==> config.mk <==
export PLATFORM = sky130hd
export DESIGN_NAME = multicycle_datapath
export DESIGN_NICKNAME = d
export VERILOG_FILES = /design/src/rtl/multicycle_datapath_pkg.sv /design/src/rtl/riscv_regfile.sv /design/src/rtl/multicycle_datapath.sv
export SDC_FILE = /design/constraint.sdc
export NUM_CORES = 2
export LEC_CHECK = 0
export CELL_PAD_IN_SITES_DETAIL_PLACEMENT = 0
export CELL_PAD_IN_SITES_GLOBAL_PLACEMENT = 1
export CORE_ASPECT_RATIO = 0.7
export CORE_MARGIN = 2
export CORE_UTILIZATION = 45
export CTS_CLUSTER_DIAMETER = 60
export DETAILED_ROUTE_END_ITERATION = 7
export PLACE_DENSITY = 0.76
export SYNTH_ARGS = -nofsm -noshare
export SYNTH_HDL_FRONTEND = slang
export SYNTH_SLANG_ARGS = --single-unit
export TNS_END_PERCENT = 50
==> constraint.sdc <==
create_clock -name clk -period 5.8 [get_ports clk]
set_input_delay 1.16 -clock clk [delete_from_list [all_inputs] [get_ports clk]]
set_output_delay 1.16 -clock clk [all_outputs]
set_load 0.03 [all_outputs]
==> src/rtl/multicycle_datapath_pkg.sv <==
// Shared definitions for the multicycle RV32I-subset datapath: FSM states, opcode/funct
// encodings, ALU operations and the instruction class decoder.
package multicycle_datapath_pkg;

    localparam int unsigned NumRegs = 32;

    typedef enum logic [2:0] {
        StFetch,
        StDecode,
        StExec,
        StMem,
        StWb,
        StHalt
    } state_e;

    typedef enum logic [2:0] {
        AluAdd,
        AluSub,
        AluAnd,
        AluOr,
        AluSlt
    } alu_op_e;

    typedef enum logic [2:0] {
        ClsAlu,
        ClsLoad,
        ClsStore,
        ClsBranch,
        ClsHalt
    } instr_cls_e;

    localparam logic [6:0] OpcReg    = 7'b0110011;
    localparam logic [6:0] OpcImm    = 7'b0010011;
    localparam logic [6:0] OpcLoad   = 7'b0000011;
    localparam logic [6:0] OpcStore  = 7'b0100011;
    localparam logic [6:0] OpcBranch = 7'b1100011;
    localparam logic [6:0] OpcSystem = 7'b1110011;

    localparam logic [2:0] F3AddSub = 3'b000;
    localparam logic [2:0] F3Slt    = 3'b010;
    localparam logic [2:0] F3Or     = 3'b110;
    localparam logic [2:0] F3And    = 3'b111;
    localparam logic [2:0] F3Word   = 3'b010;
    localparam logic [2:0] F3Beq    = 3'b000;
    localparam logic [2:0] F3Bne    = 3'b001;

    localparam logic [6:0] F7Base = 7'b0000000;
    localparam logic [6:0] F7Alt  = 7'b0100000;

    typedef struct packed {
        instr_cls_e cls;
        alu_op_e    alu_op;
    } dec_t;

    // Anything not explicitly recognised (including ecall) classifies as ClsHalt.
    function automatic dec_t decode_instr(input logic [31:0] ir);
        dec_t d;
        d.cls    = ClsHalt;
        d.alu_op = AluAdd;
        case (ir[6:0])
            OpcReg: begin
                if (ir[31:25] == F7Base) begin
                    case (ir[14:12])
                        F3AddSub: begin d.cls = ClsAlu; d.alu_op = AluAdd; end
                        F3Slt:    begin d.cls = ClsAlu; d.alu_op = AluSlt; end
                        F3And:    begin d.cls = ClsAlu; d.alu_op = AluAnd; end
                        F3Or:     begin d.cls = ClsAlu; d.alu_op = AluOr;  end
                        default:  d.cls = ClsHalt;
                    endcase
                end else if (ir[31:25] == F7Alt && ir[14:12] == F3AddSub) begin
                    d.cls    = ClsAlu;
                    d.alu_op = AluSub;
                end
            end
            OpcImm:    if (ir[14:12] == F3AddSub) d.cls = ClsAlu;
            OpcLoad:   if (ir[14:12] == F3Word) d.cls = ClsLoad;
            OpcStore:  if (ir[14:12] == F3Word) d.cls = ClsStore;
            OpcBranch: if (ir[14:12] == F3Beq || ir[14:12] == F3Bne) d.cls = ClsBranch;
            default:   d.cls = ClsHalt;
        endcase
        return d;
    endfunction

endpackage

==> src/rtl/riscv_regfile.sv <==
// 32 x XLEN register file: two combinational read ports, one synchronous write port.
// x0 reads as zero and ignores writes.
module riscv_regfile
    import multicycle_datapath_pkg::*;
#(
    parameter int unsigned XLEN = 32
) (
    input  logic            i_clk,
    input  logic            i_reset,
    input  logic [4:0]      i_raddr1,
    input  logic [4:0]      i_raddr2,
    output logic [XLEN-1:0] o_rdata1,
    output logic [XLEN-1:0] o_rdata2,
    input  logic            i_we,
    input  logic [4:0]      i_waddr,
    input  logic [XLEN-1:0] i_wdata
);

    logic [XLEN-1:0] r_regs [NumRegs];

    always_ff @(posedge i_clk) begin
        if (i_reset) begin
            for (int i = 0; i < NumRegs; i++) begin
                r_regs[i] <= '0;
            end
        end else if (i_we && i_waddr != 5'd0) begin
            r_regs[i_waddr] <= i_wdata;
        end
    end

    assign o_rdata1 = (i_raddr1 == 5'd0) ? '0 : r_regs[i_raddr1];
    assign o_rdata2 = (i_raddr2 == 5'd0) ? '0 : r_regs[i_raddr2];

endmodule

==> src/rtl/multicycle_datapath.sv <==
// Multicycle RV32I-subset core (add/sub/and/or/slt/addi/lw/sw/beq/bne) on a single
// unified memory port; FETCH/DECODE/EXEC/MEM/WB/HALT sequencing.
module multicycle_datapath
    import multicycle_datapath_pkg::*;
#(
    parameter int unsigned     XLEN     = 32,
    parameter logic [XLEN-1:0] RESET_PC = '0
) (
    input  logic            clk,
    input  logic            reset,
    output logic            mem_req,
    output logic            mem_we,
    output logic [XLEN-1:0] mem_addr,
    output logic [XLEN-1:0] mem_wdata,
    input  logic            mem_ready,
    input  logic [XLEN-1:0] mem_rdata,
    output logic [XLEN-1:0] pc,
    output logic            retire,
    output logic            halt
);

    state_e          r_state, w_state_d;
    logic [31:0]     r_ir;
    logic [XLEN-1:0] r_pc, r_a, r_b, r_imm, r_alu, r_mdr;

    dec_t            w_dec;
    logic [XLEN-1:0] w_rs1_data, w_rs2_data, w_imm, w_op_b, w_alu_res, w_pc_next, w_wb_data;
    logic            w_taken, w_lt, w_req, w_we, w_retire, w_rf_we;
    logic [XLEN-1:0] w_addr;

    assign w_dec = decode_instr(r_ir);

    riscv_regfile #(
        .XLEN (XLEN)
    ) u_regfile (
        .i_clk    (clk),
        .i_reset  (reset),
        .i_raddr1 (r_ir[19:15]),
        .i_raddr2 (r_ir[24:20]),
        .o_rdata1 (w_rs1_data),
        .o_rdata2 (w_rs2_data),
        .i_we     (w_rf_we),
        .i_waddr  (r_ir[11:7]),
        .i_wdata  (w_wb_data)
    );

    always_comb begin
        w_imm = {{(XLEN-12){r_ir[31]}}, r_ir[31:20]};
        if (r_ir[6:0] == OpcStore) begin
            w_imm = {{(XLEN-12){r_ir[31]}}, r_ir[31:25], r_ir[11:7]};
        end else if (r_ir[6:0] == OpcBranch) begin
            w_imm = {{(XLEN-13){r_ir[31]}}, r_ir[31], r_ir[7], r_ir[30:25], r_ir[11:8], 1'b0};
        end
    end

    assign w_op_b = (r_ir[6:0] == OpcReg) ? r_b : r_imm;
    assign w_lt   = $signed(r_a) < $signed(w_op_b);

    always_comb begin
        w_alu_res = r_a + w_op_b;
        unique case (w_dec.alu_op)
            AluAdd:  w_alu_res = r_a + w_op_b;
            AluSub:  w_alu_res = r_a - w_op_b;
            AluAnd:  w_alu_res = r_a & w_op_b;
            AluOr:   w_alu_res = r_a | w_op_b;
            AluSlt:  w_alu_res = {{(XLEN-1){1'b0}}, w_lt};
            default: w_alu_res = r_a + w_op_b;
        endcase
    end

    assign w_taken   = (r_ir[14:12] == F3Bne) ? (r_a != r_b) : (r_a == r_b);
    assign w_pc_next = (r_state == StExec && w_dec.cls == ClsBranch && w_taken)
                     ? r_pc + r_imm : r_pc + XLEN'(4);
    assign w_wb_data = (w_dec.cls == ClsLoad) ? r_mdr : r_alu;
    assign w_rf_we   = (r_state == StWb) && !reset;

    always_comb begin
        w_state_d = r_state;
        w_req     = 1'b0;
        w_we      = 1'b0;
        w_addr    = r_pc;
        w_retire  = 1'b0;
        unique case (r_state)
            StFetch: begin
                w_req = 1'b1;
                if (mem_ready) w_state_d = StDecode;
            end
            StDecode: w_state_d = StExec;
            StExec: begin
                unique case (w_dec.cls)
                    ClsAlu:             w_state_d = StWb;
                    ClsLoad, ClsStore:  w_state_d = StMem;
                    ClsBranch: begin
                        w_state_d = StFetch;
                        w_retire  = 1'b1;
                    end
                    default:            w_state_d = StHalt;
                endcase
            end
            StMem: begin
                w_req  = 1'b1;
                w_we   = (w_dec.cls == ClsStore);
                w_addr = r_alu;
                if (mem_ready) begin
                    w_state_d = (w_dec.cls == ClsStore) ? StFetch : StWb;
                    w_retire  = (w_dec.cls == ClsStore);
                end
            end
            StWb: begin
                w_state_d = StFetch;
                w_retire  = 1'b1;
            end
            StHalt:  w_state_d = StHalt;
            default: w_state_d = StFetch;
        endcase
    end

    // r_a/r_b/r_imm/r_alu are held across MEM so address and store data stay stable in waits.
    always_ff @(posedge clk) begin
        if (reset) begin
            r_state <= StFetch;
            r_pc    <= RESET_PC;
            r_ir    <= '0;
            r_a     <= '0;
            r_b     <= '0;
            r_imm   <= '0;
            r_alu   <= '0;
            r_mdr   <= '0;
        end else begin
            r_state <= w_state_d;
            if (r_state == StFetch && mem_ready) r_ir <= mem_rdata[31:0];
            if (r_state == StDecode) begin
                r_a   <= w_rs1_data;
                r_b   <= w_rs2_data;
                r_imm <= w_imm;
            end
            if (r_state == StExec) r_alu <= w_alu_res;
            if (r_state == StMem && mem_ready) r_mdr <= mem_rdata;
            if (w_retire) r_pc <= w_pc_next;
        end
    end

    assign mem_req   = w_req & ~reset;
    assign mem_we    = w_we;
    assign mem_addr  = w_addr;
    assign mem_wdata = r_b;
    assign pc        = r_pc;
    assign retire    = w_retire & ~reset;
    assign halt      = (r_state == StHalt) & ~reset;

endmodule

Word-level counts from Yosys, hierarchy flattened
Memory sizes are Yosys's and may differ from the RTL's. A register that Yosys moved wholly into a read port is not among the register bits. Cells that the tools add are included.

Flip-flop bits (word level): 208. Bits in latches: 0. Memory bits (writable): 1024. Bits in read-only memories: 0. Input bits: 35. Output and inout bits: 100. Word-level logic and storage cells: 109. Memories: 1.

Add/subtract/negate cells: 4. Multipliers: 0. Divide/modulo/power cells: 0. Magnitude comparators: 1. Eq/ne operators: 26. Shifts and indexed selects: 0. Muxes and demuxes: 42. Bitwise operators: 6. Reduce and logical (&&, ||, !) cells: 21.

Memories: u_regfile.r_regs (words 32, bits a word 32, rd ports 2, clocked after Yosys merged registers in 2, wr ports 32, line riscv_regfile.sv:19) `logic [XLEN-1:0] r_regs [NumRegs];`.

Operator list (count): 2-to-1 mux 32 bit (7); one-hot mux 32 bit (4 select lines) (1); adder 32 bit (2); adder 32 x 3 -> 32 bit (second input constant) (1); bitwise AND 32 bit (1); == test 32 bit (1); less-than comparator 32 bit (1); inequality test 32 bit (1); OR 32 bit (1); OR reduction 32 bit (1); subtractor 32 bit (1); one-hot mux 3 bit (5 select lines) (2); 2-to-1 mux 3 bit (9); 2-to-1 mux 5 bit (5); 2-to-1 mux 12 bit (2); == test 3 x 2 -> 1 bit (second input constant) (7); == test 7 x 6 -> 1 bit (second input constant) (3); one-hot mux 3 bit (3 select lines) (2); == test 3 bit (second input constant) (5); == test 3 x 1 -> 1 bit (second input constant) (4); 2-to-1 mux 6 bit (2); 2-to-1 mux 1 bit (11); logical NOT 5 bit (2); logical NOT 3 bit (3); 15 further kinds (25).

Depth between registers and ports, before layout
Word-level depth: 9. Mapped depth: 18. Gate-level depth less buffers: 15.

Hierarchy
From an unflattened synthesis, not the netlist that was laid out.

Cell total of the unflattened synthesis: 5708. Area total of the unflattened synthesis: 70331.2 sq um.

Modules (own cells, without submodules): riscv_regfile (times used 1, cells each 3502, area each 54230.8 sq um, seq. area each 30749.5 sq um); multicycle_datapath (times used 1, cells each 2206, area each 16100.4 sq um, seq. area each 4164.0 sq um).

Worst setup path after synthesis
Ideal clock, no wire load.

Path type: flip-flop to flip-flop. Start: reg r_ir[3]. End: reg r_alu[0]. Library setup time: 0.132 ns. Arrival time: 4.168 ns. Required time: 5.668 ns. Path slack: 1.501 ns. Cell stages (with the launch flop): 17. Path buffers: 2. Period minus slack after synthesis: 4.299 ns. Cell sequence: dfxtp_1 > nand4bb_1 > nor4bb_1 > buf_2 > buf_1 > mux2_2 > ha_1 > fa_1 > o21bai_1 > a21oi_1 > o31ai_2 > o21ai_1 > or3_1 > o221ai_2 > nand3_1 > a2111oi_0 > o21ai_0.

Word-level cells in the longest chain between the ends: 4. Elaborated cells between the ends (all ways): 13. Classes of those cells: add/sub (2); order compare (1); eq/ne (5); mux (3); bitwise (2).

Ends and longest elaborated chain: from (decl) (line multicycle_datapath.sv:23) `logic [31:0] r_ir;`; from (signal assigned) (line multicycle_datapath.sv:131) `if (r_state == StFetch && mem_ready) r_ir <= mem_rdata[31:0];`; == test 7 x 6 -> 1 bit (*) (line multicycle_datapath_pkg.sv:60, multicycle_datapath.sv:56); 2-to-1 mux 32 bit or 2-to-1 mux 3 bit (tied branches) (line multicycle_datapath.sv:56, multicycle_datapath_pkg.sv:60); adder 32 bit (tied with other cells) (line multicycle_datapath.sv:62, multicycle_datapath.sv:67); one-hot mux 32 bit (4 select lines) (*) (line multicycle_datapath.sv:61) `unique case (w_dec.alu_op)`; to (signal assigned) (line multicycle_datapath.sv:137) `if (r_state == StExec) r_alu <= w_alu_res;`; to (decl) (line multicycle_datapath.sv:24) `logic [XLEN-1:0] r_pc, r_a, r_b, r_imm, r_alu, r_mdr;`.

Mark *: on every way between the ends. The rest lies on a longest branch, timed or not. A chain may end at the register's enable or synchronous reset.

Worst setup path after layout
Start: reg r_ir[3]. End: reg r_alu[31].

Word-level cells in the longest chain between the ends: 4. Elaborated cells between the ends (all ways): 12. Classes of those cells: add/sub (2); eq/ne (5); mux (3); bitwise (2).

Ends and longest elaborated chain (line): == test 7 x 6 -> 1 bit (*) (multicycle_datapath_pkg.sv:60, multicycle_datapath.sv:56); 2-to-1 mux 32 bit or 2-to-1 mux 3 bit (tied branches) (multicycle_datapath.sv:56, multicycle_datapath_pkg.sv:60); adder 32 bit (tied with other cells) (multicycle_datapath.sv:62, multicycle_datapath.sv:67); one-hot mux 32 bit (4 select lines) (*) (multicycle_datapath.sv:61).

Marked as above.

==> results_dict.tcl <==
set metrics [dict create \
    rsz0062_at_grt "no" \
    arrival_ps 5790 \
    portBuffers 134 \
    start_util_pct 45.5 \
    crit_type "reg -> reg" \
    numCtsBuffers 118 \
    grt_pass1_vias 45800 \
    ioPinCount 135 \
    wl_per_cell_um 32.6 \
    synth_cell_type_count 88 \
    p_int_w 0.0157 \
    leakagePower_nw 24.8 \
    slew_viol_final 0 \
    clkPwrFrac_pct 37.6 \
    slowest_delay_ps 520 \
    die_y_um 328 \
    cts_tree "built" \
    yosysMostFrequentCell "nor2_1" \
    final-setup-viol-count 0 \
    die_x_um 467 \
    cp-end-kind "flip-flop" \
    syn_inst 5326 \
    drc 0 \
    tns_ps 0 \
    required_ps 6420 \
    crit_chain "nand4bb_1 -> nor4bb_4 -> buf_4 -> buf_4 -> nor2b_2 -> buf_4 -> a21o_1 -> ha_1 -> and2_1 -> a2111o_1 -> a21oi_1 -> a21oi_1 -> o41ai_2 -> o21ai_0 -> a21oi_1 -> mux2i_1 -> a311oi_1" \
    synthTopCellsByArea "edfxtp_1, mux4_2, nor2_1, dfxtp_1, ha_1" \
    drtPass1Iterations 8 \
    post_cts_buffers 0 \
    drt_iter0_markers 7759 \
    synth_edf_count 1024 \
    cts_max_level 3 \
    grt.overflow.total 0 \
    core.rowCount 118 \
    cts_num_sinks 1242 \
    swShare_pct 27.4 \
    syn_area_mm2 0.0675 \
    ys_ff_latch 1242 \
    worstMarginPinSlew_ps 1360 \
    grt_max_degree 78 \
    holdWs_ps 464 \
    maxCapViolCount 0 \
    final_util_pct 51.1 \
    cp_slowest_cell "o41ai_2" \
    synth_top_area_share_pct 45.5 \
    dp_hpwl_um 161000 \
    cts_root_buffer "clkbuf_16" \
    grt_pass1_wl_um 341000 \
    cts_resized 0 \
    syn_area_per_cell_um2 12.7 \
    cp_max_fo 23 \
    track_usage_pct 31.2 \
    drtAntennaViolNets 0 \
    nets 5484 \
    antenna_found_initial 10 \
    area_delta_synth_final_pct 12.4 \
    clock_path_buffers 3 \
    critical_path.top_delay_family "compound AO/OA/AOI/OAI gates" \
    fmaxAchievable_ghz 0.194 \
    fin_crit_ps 5170 \
    worstHoldPathType "reg -> reg" \
    p_sw_w 0.00591 \
    cts.clk_slew.worst_paths_ps 70 \
    seqPwrFrac_pct 48.0 \
    ys_warn_count 0 \
    synthTopCellsByCount "nor2_1, edfxtp_1, mux4_2" \
    worst_setup_path_start_kind "flip-flop" \
    status "completed" \
    final-hold-violation-count 0 \
    synth_flop_cell "edfxtp_1" \
    post-route-period-util_pct 89.1 \
    clock_skew_ps 28.5 \
    crit_buf_inv 3 \
    worstSkewPairLatency_ps 770 \
    synth.yosys.seq_area_share_pct 52.0 \
    routed_wl_um 241000 \
    viasPerCell 6.62 \
    gp_congestion 0.966 \
    power_frac_comb_pct 14.5 \
    via_count 49000 \
    cts-hold-fix-buffers 0 \
    max_slew_margin_pct 9.41 \
    dieArea_mm2 0.153 \
    power_density_mw_per_mm2 284 \
    ir_worst_vdd_v 0.000237 \
    synthArstFlopShare_pct 0 \
    synth_area_leader_cell "edfxtp_1" \
    core_mm2 0.148 \
    drive_above_1_share_pct 22.0 \
]
==> flip-flops by register name (all words and copies together), names as in the netlist, 13 cells and up, named ones only <==
signal            cells
r_mdr                32
u_regfile.r_regs   1024
pc                   32
r_alu                32
r_a                  32
r_imm                13
mem_wdata            32
r_ir                 32
==> power groups by stage <==
stage | combinational [W] | sequential, W | clock (W)
after CTS | 0.00306 | 0.0103 | 0.00812
after floorplan | 0.00205 | 0.0103 | 0
after global placement | 0.00304 | 0.0105 | 0
final | 0.00312 | 0.0103 | 0.00810
after global routing | 0.00324 | 0.0104 | 0.00842
after detailed placement | 0.00305 | 0.0105 | 0
==> final cells by class <==
| type | instances | area (um2) |
|---|---|---|
| multi-input cells | 3533 | 30900 |
| clock inverters | 82 | 862 |
| inverters | 104 | 390 |
| repair buffers | 318 | 3020 |
| fillers | 12600 | 72500 |
| well taps | 1980 | 2480 |
| diodes | 8 | 20.0 |
| flip-flops and latches | 1242 | 35100 |
| clock buffers | 140 | 3090 |
==> cell families (layout without fill, tap and decap cells) <==
family,Yosys count,in the layout,share of synthesized area (%)
AND/OR/NAND/NOR,1821,1821,11.1
flip-flops,1242,1242,52.0
multiplexers,794,794,23.7
AO/OA/AOI/OAI,659,659,6.13
buffers and inverters,582,644,3.33
adder cells (fa/ha/maj),132,132,2.48
XOR/XNOR,95,95,1.23
other,1,40,0.00555
==> routing by layer <==
layer | up-vias | global-route usage (%) | routed length [um]
met3 | 424 | 9.66 | 36000
met4 | 2 | 8.49 | 6970
met1 | 24800 | 48.5 | 99900
met2 | 3790 | 41.8 | 98500
met5 | - | 0 | 12
li1 | 20000 | - | -
==> path summary, 6_finish.rpt <==
check | cells past startpoint | slack [ps] | end | start
max | 17 | 630 | r_alu[31]$_SDFFE_PP0N_ | r_ir[3]$_SDFFE_PP0P_
min | 2 | 460 | r_ir[3]$_SDFFE_PP0P_ | r_ir[3]$_SDFFE_PP0P_
max reg2reg | 17 | 630 | r_alu[31]$_SDFFE_PP0N_ | r_ir[3]$_SDFFE_PP0P_
min reg2reg | 2 | 460 | r_ir[3]$_SDFFE_PP0P_ | r_ir[3]$_SDFFE_PP0P_
==> tightest hold or removal path: cells and delay by family, from the launching register on <==
family	cells	cell delay, ps
DFF	1	310
AOI/OAI and AO/OA	1	60
and+or+nand+nor	1	50
==> cells in the final DEF (no fill, tap or decap), types with 13 or more instances in the layout <==
cell	n
o21bai_1	16
o211ai_1	14
nor2_1	1265
xnor2_1	41
nand2_2	31
ha_1	129
nor3_1	47
xor2_1	54
or3_1	15
a21oi_1	274
clkinv_1	17
inv_1	104
nand2b_1	14
edfxtp_1	1024
buf_12	23
mux2i_1	77
mux4_2	640
and3_1	16
mux2i_4	30
clkbuf_1	18
nand4_1	14
clkdlybuf4s50_1	133
and2_1	14
bufinv_16	13
a21o_1	54
nand2_1	249
nand2b_2	32
mux2_2	45
clkbuf_16	119
o22ai_1	15
a211oi_1	51
conb_1	32
buf_4	161
nand3_1	41
o21ai_0	96
nor2b_1	15
nor4_1	18
clkinv_2	24
dfxtp_1	208
==> through the flow <==
step / worst slack [ps] / total power [W] / cells / area [um2]
floorplan: 1500 / 0.0123 / 5357 / 67600
global placement: 938 / 0.0135 / 7177 / 71900
detailed placement: 848 / 0.0136 / 7177 / 71900
CTS: 781 / 0.0215 / 7399 / 75900
global route: 376 / 0.0220 / 7406 / 75900
finish: 633 / 0.0216 / 7407 / 75900
No activity file was read; power rests on OpenSTA's default activity.
